===== src/rtl/cv32e40p_tmr_err_collector_pkg.sv =====
// Shared types for the TMR error collector: report FSM states and multiplier voter source indices.
// Constants only; no latency or backpressure of its own.
package cv32e40p_tmr_err_collector_pkg;

  typedef enum logic [0:0] {
    TMR_RPT_IDLE   = 1'b0,
    TMR_RPT_REPORT = 1'b1
  } tmr_rpt_state_e;

  // Bit positions inside the multiplier's 9-bit voter error vector
  localparam int unsigned TMR_MULT_MULTICYCLE  = 0;
  localparam int unsigned TMR_MULT_MULH_ACTIVE = 1;
  localparam int unsigned TMR_MULT_READY       = 2;
  localparam int unsigned TMR_MULT_INT_RES     = 3;
  localparam int unsigned TMR_MULT_SHORT_RES   = 4;
  localparam int unsigned TMR_MULT_DOT_CHAR    = 5;
  localparam int unsigned TMR_MULT_CLPX_SHIFT  = 6;
  localparam int unsigned TMR_MULT_DOT_SHORT   = 7;
  localparam int unsigned TMR_MULT_MULH_CS     = 8;

endpackage


===== src/rtl/cv32e40p_tmr_err_collector_if.sv =====
// Fault report stream: the collector is master (drives valid and payload); the consumer returns ready.
// Payload is held stable while valid is high and no handshake has occurred.
interface cv32e40p_tmr_err_collector_if #(
  parameter int NUM_SRC   = 9,
  parameter int CNT_WIDTH = 8
);
  localparam int SRC_W = (NUM_SRC > 1) ? $clog2(NUM_SRC) : 1;

  logic                 rpt_valid_o;
  logic                 rpt_ready_i;
  logic [SRC_W-1:0]     rpt_src_o;
  logic [CNT_WIDTH-1:0] rpt_count_o;
  logic                 rpt_persistent_o;

  modport master (
    output rpt_valid_o, rpt_src_o, rpt_count_o, rpt_persistent_o,
    input  rpt_ready_i
  );

  modport slave (
    input  rpt_valid_o, rpt_src_o, rpt_count_o, rpt_persistent_o,
    output rpt_ready_i
  );

endinterface


===== src/rtl/cv32e40p_tmr_err_counter.sv =====
// Per-source saturating event counter with its sticky bit; updates one cycle after ev.
// No backpressure; clear has priority over ev.
module cv32e40p_tmr_err_counter #(
  parameter int CNT_WIDTH = 8,
  parameter int THRESHOLD = 4
) (
  input  logic                 clk,
  input  logic                 rst,
  input  logic                 clear,
  input  logic                 ev,
  output logic [CNT_WIDTH-1:0] cnt,
  output logic                 sticky,
  output logic                 ge_thr
);

  localparam logic [CNT_WIDTH-1:0] CNT_MAX = '1;
  localparam logic [CNT_WIDTH-1:0] THR     = CNT_WIDTH'(THRESHOLD);

  always_ff @(posedge clk) begin
    if (rst || clear) begin
      cnt    <= '0;
      sticky <= 1'b0;
    end else if (ev) begin
      if (cnt != CNT_MAX) cnt <= cnt + CNT_WIDTH'(1);
      sticky <= 1'b1;
    end
  end

  assign ge_thr = (cnt >= THR);

endmodule


===== src/rtl/cv32e40p_tmr_err_collector.sv =====
// Turns TMR voter mismatch flags into edge events, counts them per source and serialises reports.
// Report valid two cycles after a rising flag; payload held until ready, one report per two cycles.
module cv32e40p_tmr_err_collector
  import cv32e40p_tmr_err_collector_pkg::*;
#(
  parameter int NUM_SRC   = 9,
  parameter int CNT_WIDTH = 8,
  parameter int THRESHOLD = 4
) (
  input  logic                 clk,
  input  logic                 rst,
  input  logic [NUM_SRC-1:0]   tmr_err_i,
  input  logic                 enable_i,
  input  logic                 clear_i,
  output logic [NUM_SRC-1:0]   sticky_o,
  output logic                 alert_o,
  output logic                 irq_o,
  cv32e40p_tmr_err_collector_if.master rpt
);

  localparam int SRC_W = (NUM_SRC > 1) ? $clog2(NUM_SRC) : 1;
  localparam logic [CNT_WIDTH-1:0] CNT_MAX = '1;
  localparam logic [CNT_WIDTH-1:0] THR     = CNT_WIDTH'(THRESHOLD);

  logic [NUM_SRC-1:0]   err_q, ev, ge_thr, pending_q, pending_d, hs_clr;
  logic [CNT_WIDTH-1:0] cnt [NUM_SRC];
  logic                 irq_q, rearm_q, hs, sel_vld;
  logic [SRC_W-1:0]     sel_idx, src_q, src_d;
  logic [CNT_WIDTH-1:0] sel_cnt, count_q, count_d;
  tmr_rpt_state_e       state_q, state_d;

  assign ev = {NUM_SRC{enable_i}} & tmr_err_i & ~err_q;

  for (genvar k = 0; k < NUM_SRC; k++) begin : g_cnt
    cv32e40p_tmr_err_counter #(
      .CNT_WIDTH (CNT_WIDTH),
      .THRESHOLD (THRESHOLD)
    ) u_cnt (
      .clk    (clk),
      .rst    (rst),
      .clear  (clear_i),
      .ev     (ev[k]),
      .cnt    (cnt[k]),
      .sticky (sticky_o[k]),
      .ge_thr (ge_thr[k])
    );
  end

  assign alert_o = |ge_thr;
  assign irq_o   = irq_q;

  always_comb begin
    state_d = state_q;
    src_d   = src_q;
    count_d = count_q;
    hs      = 1'b0;
    sel_vld = 1'b0;
    sel_idx = '0;
    for (int k = NUM_SRC - 1; k >= 0; k--) begin
      if (pending_q[k]) begin
        sel_vld = 1'b1;
        sel_idx = SRC_W'(k);
      end
    end
    // Snapshot includes an increment landing in the same cycle
    sel_cnt = cnt[sel_idx];
    if (ev[sel_idx] && (sel_cnt != CNT_MAX)) sel_cnt = sel_cnt + CNT_WIDTH'(1);
    case (state_q)
      TMR_RPT_IDLE: begin
        if (sel_vld) begin
          state_d = TMR_RPT_REPORT;
          src_d   = sel_idx;
          count_d = sel_cnt;
        end
      end
      TMR_RPT_REPORT: begin
        if (rpt.rpt_ready_i) begin
          hs      = 1'b1;
          state_d = TMR_RPT_IDLE;
        end
      end
      default: state_d = TMR_RPT_IDLE;
    endcase
  end

  // A source re-firing while its report is in flight keeps its pending bit for a fresh report
  always_comb begin
    hs_clr = '0;
    for (int k = 0; k < NUM_SRC; k++) begin
      hs_clr[k] = hs && !rearm_q && (src_q == SRC_W'(k));
    end
    pending_d = (pending_q & ~hs_clr) | ev;
  end

  always_ff @(posedge clk) begin
    if (rst) err_q <= '0;
    else     err_q <= tmr_err_i;
  end

  always_ff @(posedge clk) begin
    if (rst || clear_i) begin
      state_q   <= TMR_RPT_IDLE;
      src_q     <= '0;
      count_q   <= '0;
      pending_q <= '0;
      irq_q     <= 1'b0;
      rearm_q   <= 1'b0;
    end else begin
      state_q   <= state_d;
      src_q     <= src_d;
      count_q   <= count_d;
      pending_q <= pending_d;
      irq_q     <= |(ev & ~sticky_o);
      if (state_q == TMR_RPT_REPORT && !hs) rearm_q <= rearm_q | ev[src_q];
      else                                  rearm_q <= 1'b0;
    end
  end

  assign rpt.rpt_valid_o      = (state_q == TMR_RPT_REPORT);
  assign rpt.rpt_src_o        = src_q;
  assign rpt.rpt_count_o      = count_q;
  assign rpt.rpt_persistent_o = (count_q >= THR);

endmodule


===== src/flat_wrapper.sv =====
// flat-port wrapper written by rule: the top's interface ports become plain ports
module cv32e40p_tmr_err_collector_flat import cv32e40p_tmr_err_collector_pkg::*;
#(
  parameter int NUM_SRC   = 9,
  parameter int CNT_WIDTH = 8,
  parameter int THRESHOLD = 4
)
  (clk, rst, tmr_err_i, enable_i, clear_i, sticky_o, alert_o, irq_o, rpt_rpt_valid_o, rpt_rpt_src_o, rpt_rpt_count_o, rpt_rpt_persistent_o, rpt_rpt_ready_i);
  cv32e40p_tmr_err_collector_if #(.NUM_SRC(NUM_SRC), .CNT_WIDTH(CNT_WIDTH)) rpt_i ();
  input  logic clk;
  input  logic rst;
  input  logic [NUM_SRC-1:0] tmr_err_i;
  input  logic enable_i;
  input  logic clear_i;
  output logic [NUM_SRC-1:0] sticky_o;
  output logic alert_o;
  output logic irq_o;
  output wire logic [$bits(rpt_i.rpt_valid_o)-1:0] rpt_rpt_valid_o;
  output wire logic [$bits(rpt_i.rpt_src_o)-1:0] rpt_rpt_src_o;
  output wire logic [$bits(rpt_i.rpt_count_o)-1:0] rpt_rpt_count_o;
  output wire logic [$bits(rpt_i.rpt_persistent_o)-1:0] rpt_rpt_persistent_o;
  input wire logic [$bits(rpt_i.rpt_ready_i)-1:0] rpt_rpt_ready_i;
  assign rpt_rpt_valid_o = rpt_i.rpt_valid_o;
  assign rpt_rpt_src_o = rpt_i.rpt_src_o;
  assign rpt_rpt_count_o = rpt_i.rpt_count_o;
  assign rpt_rpt_persistent_o = rpt_i.rpt_persistent_o;
  assign rpt_i.rpt_ready_i = rpt_rpt_ready_i;
  cv32e40p_tmr_err_collector #(.NUM_SRC(NUM_SRC), .CNT_WIDTH(CNT_WIDTH), .THRESHOLD(THRESHOLD)) u_core (.clk(clk), .rst(rst), .tmr_err_i(tmr_err_i), .enable_i(enable_i), .clear_i(clear_i), .sticky_o(sticky_o), .alert_o(alert_o), .irq_o(irq_o), .rpt(rpt_i));
endmodule

===== config.mk =====
export PLATFORM = sky130hd
export DESIGN_NAME = cv32e40p_tmr_err_collector_flat
export DESIGN_NICKNAME = d
export VERILOG_FILES = /design/src/rtl/cv32e40p_tmr_err_collector_pkg.sv /design/src/rtl/cv32e40p_tmr_err_collector_if.sv /design/src/rtl/cv32e40p_tmr_err_counter.sv /design/src/rtl/cv32e40p_tmr_err_collector.sv /design/src/flat_wrapper.sv
export SDC_FILE = /design/constraint.sdc
export NUM_CORES = 1
export LEC_CHECK = 0
export CAP_MARGIN = 10
export CELL_PAD_IN_SITES_DETAIL_PLACEMENT = 0
export CELL_PAD_IN_SITES_GLOBAL_PLACEMENT = 1
export CORE_ASPECT_RATIO = 1.1
export CORE_UTILIZATION = 35
export CTS_CLUSTER_DIAMETER = 200
export CTS_CLUSTER_SIZE = 16
export DETAILED_ROUTE_END_ITERATION = 6
export PLACE_DENSITY_LB_ADDON = 0.1
export SETUP_SLACK_MARGIN = 0.02
export SYNTH_ARGS = -nofsm -noshare
export SYNTH_HDL_FRONTEND = slang
export SYNTH_SLANG_ARGS = --single-unit

===== constraint.sdc =====
create_clock -name clk -period 3.52 [get_ports clk]
set_input_delay 0.704 -clock clk [delete_from_list [all_inputs] [get_ports clk]]
set_output_delay 0.704 -clock clk [all_outputs]
set_load 0.005 [all_outputs]

==> results.cfg, run 1 <==
[synth]
synthDistinctLibCells = 62
avgSynthCellArea_sq_um = 8.38
synthCells = 717
async_flop_share_pct = 0
synth_ff_type = dfxtp_1
synthesis.area_sq_um = 6010
ys_warn_count = 0
synth_nets = 750
ys_ff_latch = 114
ys_seq_area_share_pct = 38.0
synth_edf_count = 0

[global_route]
antenna_found_initial = 0
grt.total_usage_pct = 19.9
grt_pass1_vias = 4933
grt_pass1_wl_mm = 27.0
grt_max_degree = 103
gr-total-overflow = 0

[die]
fp.dieH_um = 139
die_x_um = 127
rows = 49
io_pins = 39
coreArea_sq_um = 16600
die_area_sq_um = 17700
start_util_pct = 36.3

[clock_tree]
ctsHtreeMaxLevel = 4
cts.sinks = 114
cts.clk_slew.worst_paths_ps = 50
cts_resized = 0
cts_setup_buffers = 0
clkLatencyLatePin_ps = 420
cts_tree = done
clock_path_buffers = 2
cts_root_buf = clkbuf_16
hold_buffers = 0
cts_made_buffers = 17

[power]
netSwitchingFraction_pct = 23.2
pwr-share-clk_pct = 53.8
p_sw_w = 0.000828
pwr-share-seq_pct = 37.6
leakage_nw = 2.50
ir_drop_v = 0.000342
comb_power_share_pct = 8.6
p_int_w = 0.00273
power_density_nw_per_um2 = 494

[worst_setup_path]
rrSetupSlack_ps = 460
slowest_stage = or4_1
cp-startpoint = u_core.g_cnt[1].u_cnt.cnt[4]
cp.required_ps = 2820
crit_arrival_ps = 2360
critPathMaxFanout = 6
crit_buf_inv = 1
critical-path-top-delay-family = simple AND/OR/NAND/NOR gates
worstRegToRegCells = 10
worstSetupPathType = register to output port
r2r-start = u_core.pending_q[2]
cp.depth = 4
slowest_delay_ps = 570
cp-end-kind = output port
r2r_end = u_core.rpt.rpt_count_o[4]
crit_path_cell_trace = nor4_1, nand4_1, or4_1, clkdlybuf4s50_1
startpoint_type = register
crit_end = alert_o

[detailed_routing]
route.met2.wl_mm = 7.86
top_layer = met4
drtIter0Drc = 344
wl_mm = 16.4
drt-met1-wl_mm = 7.92
routedWlPerCell_um = 17.0
drc_errors = 0
vias_per_cell = 5.33
drt_pass1_iterations = 4
routed-via-count = 5151
wl_met3_um = 452
antenna_left = 0

[place]
finalWeightedCongestion = 0.821
placedCellCount = 935
dpl-instance-area_sq_um = 6550
portBuffers = 38
dpl.hpwl_mm = 12.2
pre_cts_slack_ps = 356

[sta]
finalSetupViolCount = 0
fmax_ghz = 0.326
maxSlewHeadroom_pct = 60.5
maxSlewViolCount = 0
fin_crit_sh_pct = 87.0
finalSetupTns_ps = 0
worst_slack_ps = 457
rsz0062_at_grt = no
hold_viol_final = 0
tightest_slew_ps = 589
period_needed_ps = 3060
fin_skew_ps = 5.19

[hold_path]
hp-class = register to register
hold_path_depth = 2

[final_layout]
final_area_sq_um = 7210
fin_cells = 967
finalNetCount = 783
antenna_cells = 0
n_fill_cell = 1639
syn2layout_area_growth_pct = 20.0
final_layout_size_suffix_gt1_share_pct = 9.70
fin_util_pct = 43.6

[outcome]
status = complete, no violations

[flow_run]
maxCapViolCount = 0
## cell usage after synthesis (15+ instances only)
cell type | number | area share (%)
dfxtp_1 | 114 | 38
mux2i_1 | 22 | 3.7
inv_1 | 27 | 1.7
nor2_1 | 113 | 7.1
xor2_1 | 36 | 5.2
nand4_1 | 31 | 3.2
o21ai_0 | 27 | 2.2
a21oi_1 | 54 | 4.5
clkbuf_1 | 22 | 1.4
nand3_1 | 21 | 1.7
ha_1 | 19 | 4.0
nor4_1 | 15 | 1.6
nand2_1 | 59 | 3.7
or3_1 | 18 | 1.9
## placed cells by master (no fill, tap or decap), drive strengths merged, types with 5 or more instances in the layout
master,instances
xor2,36
nand3,22
o22ai,7
nor4,15
nor2b,11
nand4,31
a21oi,54
o21ai,32
mux4,7
or3,18
and3,10
clkbuf,19
nor3,8
xnor2,13
nand2,60
ha,19
buf,14
or2,6
a31oi,7
clkdlybuf4s50,38
dfxtp,114
nor2,113
inv,27
bufinv,5
mux2i,22
## logic make-up after synthesis
group                    count (synthesis)  synth area share, %
AO/OA/AOI/OAI                          131                 14.1
adder cells (fa/ha/maj)                 19                 3.96
flip-flops                             114                 38.0
AND/OR/NAND/NOR                        310                 25.3
XOR/XNOR                                49                 7.14
multiplexers                            29                 6.29
buffers and inverters                   65                 5.29
## area by class of cell
cell class | instances | area (sq um) | area share [%]
Clock buffer | 19 | 453 | 6.28
Clock inverter | 13 | 208 | 2.88
Inverter | 27 | 101 | 1.41
Multi-Input combinational cell | 538 | 3410 | 47.3
Sequential cell | 114 | 2280 | 31.7
Tap cell | 204 | 255 | 3.54
Timing Repair Buffer | 52 | 498 | 6.91
## worst register-to-register path, stage by stage, from the launching register on
cell and delay (ps):
dfxtp_1 410, nor2b_1 100, o21bai_4 270, and2_1 520, a21oi_1 160, o32a_1 310
o211ai_1 170, ha_1 290, nand3_1 160, or4_1 530, nand3_1 90
## worst min-delay path by stage
stage / from / endpoint / slack, ps
floorplan: u_core.g_cnt[0].u_cnt.sticky / u_core.g_cnt[0].u_cnt.sticky / 440
global placement: u_core.g_cnt[3].u_cnt.sticky / u_core.g_cnt[3].u_cnt.sticky / 450
detailed placement: u_core.g_cnt[3].u_cnt.sticky / u_core.g_cnt[3].u_cnt.sticky / 460
CTS: u_core.g_cnt[3].u_cnt.sticky / u_core.g_cnt[3].u_cnt.sticky / 470
global route: u_core.g_cnt[0].u_cnt.sticky / u_core.g_cnt[0].u_cnt.sticky / 490
finish: u_core.g_cnt[1].u_cnt.sticky / u_core.g_cnt[1].u_cnt.sticky / 470
## routing by layer
layer,global-route usage [%],vias up
met3,4.46,10
met4,6.27,0
met5,0,-
li1,-,2588
met2,32.2,77
met1,26.3,2476
## sequential cells by signal, summed over array words and instances (netlist names)
name / cells
u_core.g_cnt.u_cnt.cnt: 72
u_core.rearm_q: 1
u_core.pending_q: 9
u_core.rpt.rpt_src_o: 4
u_core.g_cnt.u_cnt.sticky: 9
u_core.irq_o: 1
u_core.err_q: 9
u_core.rpt.rpt_count_o: 8
u_core.rpt.rpt_valid_o: 1
## power groups by stage
stage / Sequential, W / Clock [W] / Combinational, W
after global placement: 0.00137 / 0 / 0.000307
after global routing: 0.00134 / 0.00202 / 0.000339
final: 0.00134 / 0.00192 / 0.000307
after floorplan: 0.00136 / 0 / 0.000217
after CTS: 0.00134 / 0.00196 / 0.000310
after detailed placement: 0.00137 / 0 / 0.000308
## stage by stage
stage | hold slack, ps | total power (W)
after global routing | 494 | 0.00370
final | 468 | 0.00356
after global placement | 452 | 0.00167
after detailed placement | 460 | 0.00167
after floorplan | 439 | 0.00157
after CTS | 469 | 0.00361
No activity file was read; power rests on OpenSTA's default activity.
==> inputs of run 2 (changes only) <==
- REMOVE_ABC_BUFFERS: default -> 1
==> run 2 against run 1 <==
Effect of this change:
- cell count fell by 0.10%
- die area did not move
- sequential power barely moved
- maximum frequency fell by 3.1%
- first-iteration DRC count rose by 28%
- worst setup slack got worse by 98 ps
- worst hold slack got worse by 2.0 ps
- clock-buffer cell count rose by 3
- largest power group unchanged
- highest routed layer unchanged
==> results.cfg, run 2 (synthesis results as in run 1) <==
[final_layout]
fin_util_pct = 42.8
finalNetCount = 782
final_common_cell = dfxtp_1
n_fill_cell = 1660
final_cell_mix = 114 x dfxtp_1, 113 x nor2_1, 59 x nand2_1
largest_reg_flops = 72
final_area_sq_um = 7090
multi_input_area_sq_um = 3410
regArea_sq_um = 2280
antenna_cells = 0
final_layout_size_suffix_gt1_share_pct = 9.19
largest_register = u_core.g_cnt.u_cnt.cnt
syn2layout_area_growth_pct = 18.0

[clock_tree]
cts.sinks = 114
clkLatencyLatePin_ps = 410
cts.clk_slew.worst_paths_ps = 60
ctsHtreeMaxLevel = 4
cts_root_buf = clkbuf_16
cts_made_buffers = 17
hold_buffers = 0
cts_setup_buffers = 0
clock_path_buffers = 2
cts_resized = 0
cts_tree = done

[worst_setup_path]
worstSetupPathType = register to register
cp.depth = 10
rrSetupSlack_ps = 360
critical-path-top-delay-family = compound AO/OA/AOI/OAI gates
slowest_stage = and2_1
worstRegToRegCells = 10
slowest_delay_ps = 510
cpMostUsedCell = a21oi_1
crit_buf_inv = 0
crit_path_cell_trace = nor2b_1, o21bai_4, and2_1, a21oi_1, o32a_1, o211ai_1, ha_1, nand3_1, o311ai_0, a21oi_1
cp.required_ps = 3800
critPathMaxFanout = 15
crit_arrival_ps = 3440
cp-end-kind = register
startpoint_type = register

[sta]
fmax_ghz = 0.316
fin_crit_sh_pct = 89.8
rsz0062_at_grt = no
finalSetupTns_ps = 0
maxSlewHeadroom_pct = 51.5
fin_skew_ps = 7.17
period_needed_ps = 3160
finalSetupViolCount = 0
hold_viol_final = 0
maxSlewViolCount = 0
tightest_slew_ps = 725

[power]
p_sw_w = 0.000809
netSwitchingFraction_pct = 24.9
ir_drop_v = 0.000348
pwr-share-seq_pct = 41.2
leakage_nw = 2.44
power_density_nw_per_um2 = 459
comb_power_share_pct = 9.5
p_int_w = 0.00244
pwr-share-clk_pct = 49.4

[die]
rows = 49
fp.dieH_um = 139
die_x_um = 127
io_pins = 39
start_util_pct = 36.3
die_area_sq_um = 17700
coreArea_sq_um = 16600

[place]
dpl.hpwl_mm = 12.3
portBuffers = 38
finalWeightedCongestion = 0.900
dpl-instance-area_sq_um = 6540

[detailed_routing]
drc_errors = 0
drt_pass1_iterations = 4
vias_per_cell = 5.39
routedWlPerCell_um = 17.2
wl_mm = 16.6
drtIter0Drc = 442
antenna_left = 0
routed-via-count = 5202

[hold_path]
hp-class = register to register
hold_path_depth = 2

[flow_run]
maxCapViolCount = 0

[global_route]
gr-total-overflow = 0
antenna_found_initial = 0
grt_pass1_wl_mm = 26.8
grt_pass1_vias = 5014
grt.total_usage_pct = 19.8
grt_max_degree = 103

[outcome]
status = complete, no violations
-- run 2: cell count changes in the layout (fill, tap and decap cells not counted), sizes merged --
cell / previous run / this run
bufinv: 5 / 1
buf: 14 / 13
clkbuf: 19 / 22
clkinv: 4 / 5
-- run 2: per-stage QoR --
stage | hold slack (ps) | total power [W] | setup WS [ps] | cells
floorplan | 455 | 0.00155 | 697 | 679
global placement | 453 | 0.00168 | 396 | 934
detailed placement | 457 | 0.00168 | 337 | 934
CTS | 466 | 0.00330 | 408 | 966
global route | 493 | 0.00339 | 212 | 966
finish | 466 | 0.00325 | 359 | 966
-- run 2: path summary, 6_finish.rpt --
path	startpoint	end
setup / recovery	u_core.pending_q[2]	u_core.rpt.rpt_count_o[6]
hold / removal	u_core.g_cnt[3].u_cnt.sticky	u_core.g_cnt[3].u_cnt.sticky
setup reg to reg	u_core.pending_q[2]	u_core.rpt.rpt_count_o[6]
hold reg to reg	u_core.g_cnt[3].u_cnt.sticky	u_core.g_cnt[3].u_cnt.sticky
-- run 2: layout make-up --
class / instances / share of cell area [%]
clock buffers: 22 / 6.55
clock inverters: 10 / 1.20
inverters: 27 / 1.43
multi-input cells: 538 / 48.1
flip-flops and latches: 114 / 32.2
well taps: 204 / 3.60
repair buffers: 51 / 6.92
-- run 2: worst reg2reg max path, cell delays in order, from the launching register on --
cell and delay [ps]:
dfxtp_1 420, nor2b_1 100, o21bai_4 270, and2_1 510
a21oi_1 140, o32a_1 300, o211ai_1 210, ha_1 310
nand3_1 160, o311ai_0 490, a21oi_1 110
-- run 2: power by group through the flow --
stage | clock [W] | combinational, W | sequential (W)
2_1_floorplan | 0 | 0.000187 | 0.00136
3_3_place_gp | 0 | 0.000310 | 0.00137
3_5_place_dp | 0 | 0.000311 | 0.00137
4_1_cts | 0.00165 | 0.000313 | 0.00134
5_1_grt | 0.00170 | 0.000341 | 0.00134
6_report | 0.00160 | 0.000308 | 0.00134
-- run 2: routing by layer --
metal	share of wire, %	vias up	track usage, %
met4	2.0	0	7.14
met2	47	114	32.2
met1	46	2481	25.4
met5	0	-	0
met3	5.1	20	4.81
li1	-	2587	-
==> inputs of run 3 (changes only) <==
- DONT_BUFFER_PORTS: default -> 1
- RECOVER_POWER: default -> 100
- clock period: 3.52 -> 2.75 ns (I/O delays scaled with it)
==> run 3 against run 2 <==
Effect of this change:
- routed wire length is 3.1% higher
- utilization fell by 0.39 points
- combinational power is 31% higher
- worst hold slack got worse by 280 ps
- via count decreased by 0.27%
- first-iteration DRC count shrank 23%
- maximum frequency grew 19%
- global-route usage is 0.21 points higher
- non-clock buffer count fell by 11
- largest cell class unchanged
==> results.cfg, run 3 (synthesis results as in run 1) <==
[hold_path]
hp-class = input port to register
hold_path_depth = 1
worstHoldEndpoint = u_core.err_q[0]
hold_start = rst

[power]
power_w = 0.00427
p_sw_w = 0.00108
pwr-share-clk_pct = 50.3
power_density_nw_per_um2 = 607
p_int_w = 0.00319
pwr-share-seq_pct = 40.3
comb_power_share_pct = 9.4
ir_drop_v = 0.000440
netSwitchingFraction_pct = 25.3
leakage_nw = 2.43

[worst_setup_path]
cp.required_ps = 3110
rrSetupSlack_ps = 100
r2r_end = u_core.rpt.rpt_count_o[4]
critPathMaxFanout = 8
cp-end-kind = register
worstRegToRegCells = 11
r2r-start = u_core.pending_q[5]
startpoint_type = register
crit_arrival_ps = 3020
worstSetupPathType = register to register

[final_layout]
final_cell_mix = 112 x nor2_1, 107 x dfxtp_1, 58 x nand2_1
largest_reg_flops = 72
final_area_sq_um = 7030
final_common_cell = nor2_1
regArea_sq_um = 2300
fin_cells = 956
finalNetCount = 771
n_fill_cell = 1651
largest_register = u_core.g_cnt.u_cnt.cnt
final_layout_size_suffix_gt1_share_pct = 14.9
syn2layout_area_growth_pct = 16.9
multi_input_area_sq_um = 3480

[sta]
fin_skew_ps = 8.13
hold_viol_final = 0
tightest_slew_ps = 880
fmax_ghz = 0.377
maxSlewViolCount = 0
finalSetupViolCount = 0
period_needed_ps = 2650
rsz0062_at_grt = yes
fin_crit_sh_pct = 96.5
holdWs_ps = 191
worst_slack_ps = 95.0
maxSlewHeadroom_pct = 41.3

[detailed_routing]
vias_per_cell = 5.43
drc_errors = 0
drt_pass1_iterations = 5
routedWlPerCell_um = 17.9
routed-via-count = 5188
drtIter0Drc = 342
antenna_left = 0
wl_mm = 17.2

[place]
dpl.hpwl_mm = 12.9
pre_cts_slack_ps = -93.0
placedCellCount = 915
dpl-instance-area_sq_um = 6320
finalWeightedCongestion = 0.848
portBuffers = 0

[clock_tree]
cts.clk_slew.worst_paths_ps = 60
clock_path_buffers = 2
cts_tree = done
cts.sinks = 114
cts_root_buf = clkbuf_16
clkLatencyLatePin_ps = 420
ctsHtreeMaxLevel = 4
cts_made_buffers = 17

[global_route]
grt_max_degree = 46
antenna_found_initial = 1
grt_pass1_wl_mm = 26.9
grt_pass1_vias = 4861
gr-total-overflow = 0
grt.total_usage_pct = 20.0

[die]
rows = 49
io_pins = 39
coreArea_sq_um = 16600
die_area_sq_um = 17700
start_util_pct = 36.3
die_x_um = 127
fp.dieH_um = 139

[flow_run]
maxCapViolCount = 0

[outcome]
status = complete, no violations
==> run 3: cell types whose count changed in the layout (fill, tap and decap cells not counted), sizes merged <==
cell / previous run / this run
clkinvlp: 4 / 7
buf: 13 / 34
clkdlybuf4s50: 38 / 0
clkinv: 5 / 3
clkbuf: 22 / 27
diode: 0 / 1
==> run 3: worst max-delay path by stage <==
stage                              startpoint                        end  depth (start not counted)
after floorplan           u_core.pending_q[5]  u_core.rpt.rpt_count_o[5]                         10
after global placement    u_core.pending_q[7]  u_core.rpt.rpt_count_o[6]                         10
after detailed placement  u_core.pending_q[5]  u_core.rpt.rpt_count_o[6]                         10
after CTS                 u_core.pending_q[5]  u_core.rpt.rpt_count_o[4]                         10
after global routing      u_core.pending_q[6]  u_core.rpt.rpt_count_o[6]                         12
final                     u_core.pending_q[5]  u_core.rpt.rpt_count_o[4]                         11
==> run 3: final cells by class <==
cell class	count	area share, %
multi-input cells	538	49.6
flip-flops and latches	114	32.7
clock buffers	21	6.84
repair buffers	40	4.33
well taps	204	3.63
clock inverters	11	1.50
inverters	27	1.44
diodes	1	0.0356
==> run 3: critical path, stage by stage (launching register included) <==
cell and delay (ps):
dfxtp_4 350, o31a_1 330, nor3_4 180, buf_6 190, mux2i_4 240, a32oi_1 120
a31oi_1 220, buf_4 140, nand4b_4 170, o21ai_2 90, or4_1 460, nand3_1 90
==> run 3: metrics by stage <==
| step | setup TNS [ps] | utilization (%) |
|---|---|---|
| 4_1_cts | 0 | 41.7 |
| 3_5_place_dp | -93.0 | 38.2 |
| 5_1_grt | -67.2 | 42.4 |
| 2_1_floorplan | -136 | - |
| 6_report | 0 | 42.4 |
| 3_3_place_gp | 0 | 38.2 |
==> run 3: layer usage <==
layer	share of wire [%]	GRT usage (%)	vias up
met4	1.8	7.52	0
met1	45	25.4	2492
met3	5.2	5.77	21
met5	0	0	-
met2	48	32.0	117
li1	-	-	2558
==> run 3: power by group through the flow <==
stage | Combinational, W | Sequential, W | Clock [W]
2_1_floorplan | 0.000240 | 0.00174 | 0
3_3_place_gp | 0.000380 | 0.00175 | 0
3_5_place_dp | 0.000381 | 0.00175 | 0
4_1_cts | 0.000384 | 0.00172 | 0.00220
5_1_grt | 0.000439 | 0.00172 | 0.00228
6_report | 0.000402 | 0.00172 | 0.00215
==> run 3: what timing repair did <==
| item | CTS | global route |
|---|---|---|
| gates cloned | 0 | 1 |
| endpoints found under the setup margin | 2 | 8 |
| hold buffers | 0 | 0 |
| setup buffers | 0 | 7 |
| gates resized for setup | 2 | 27 |
| pin swaps | 0 | 2 |
| hold endpoints to repair | 0 | 0 |
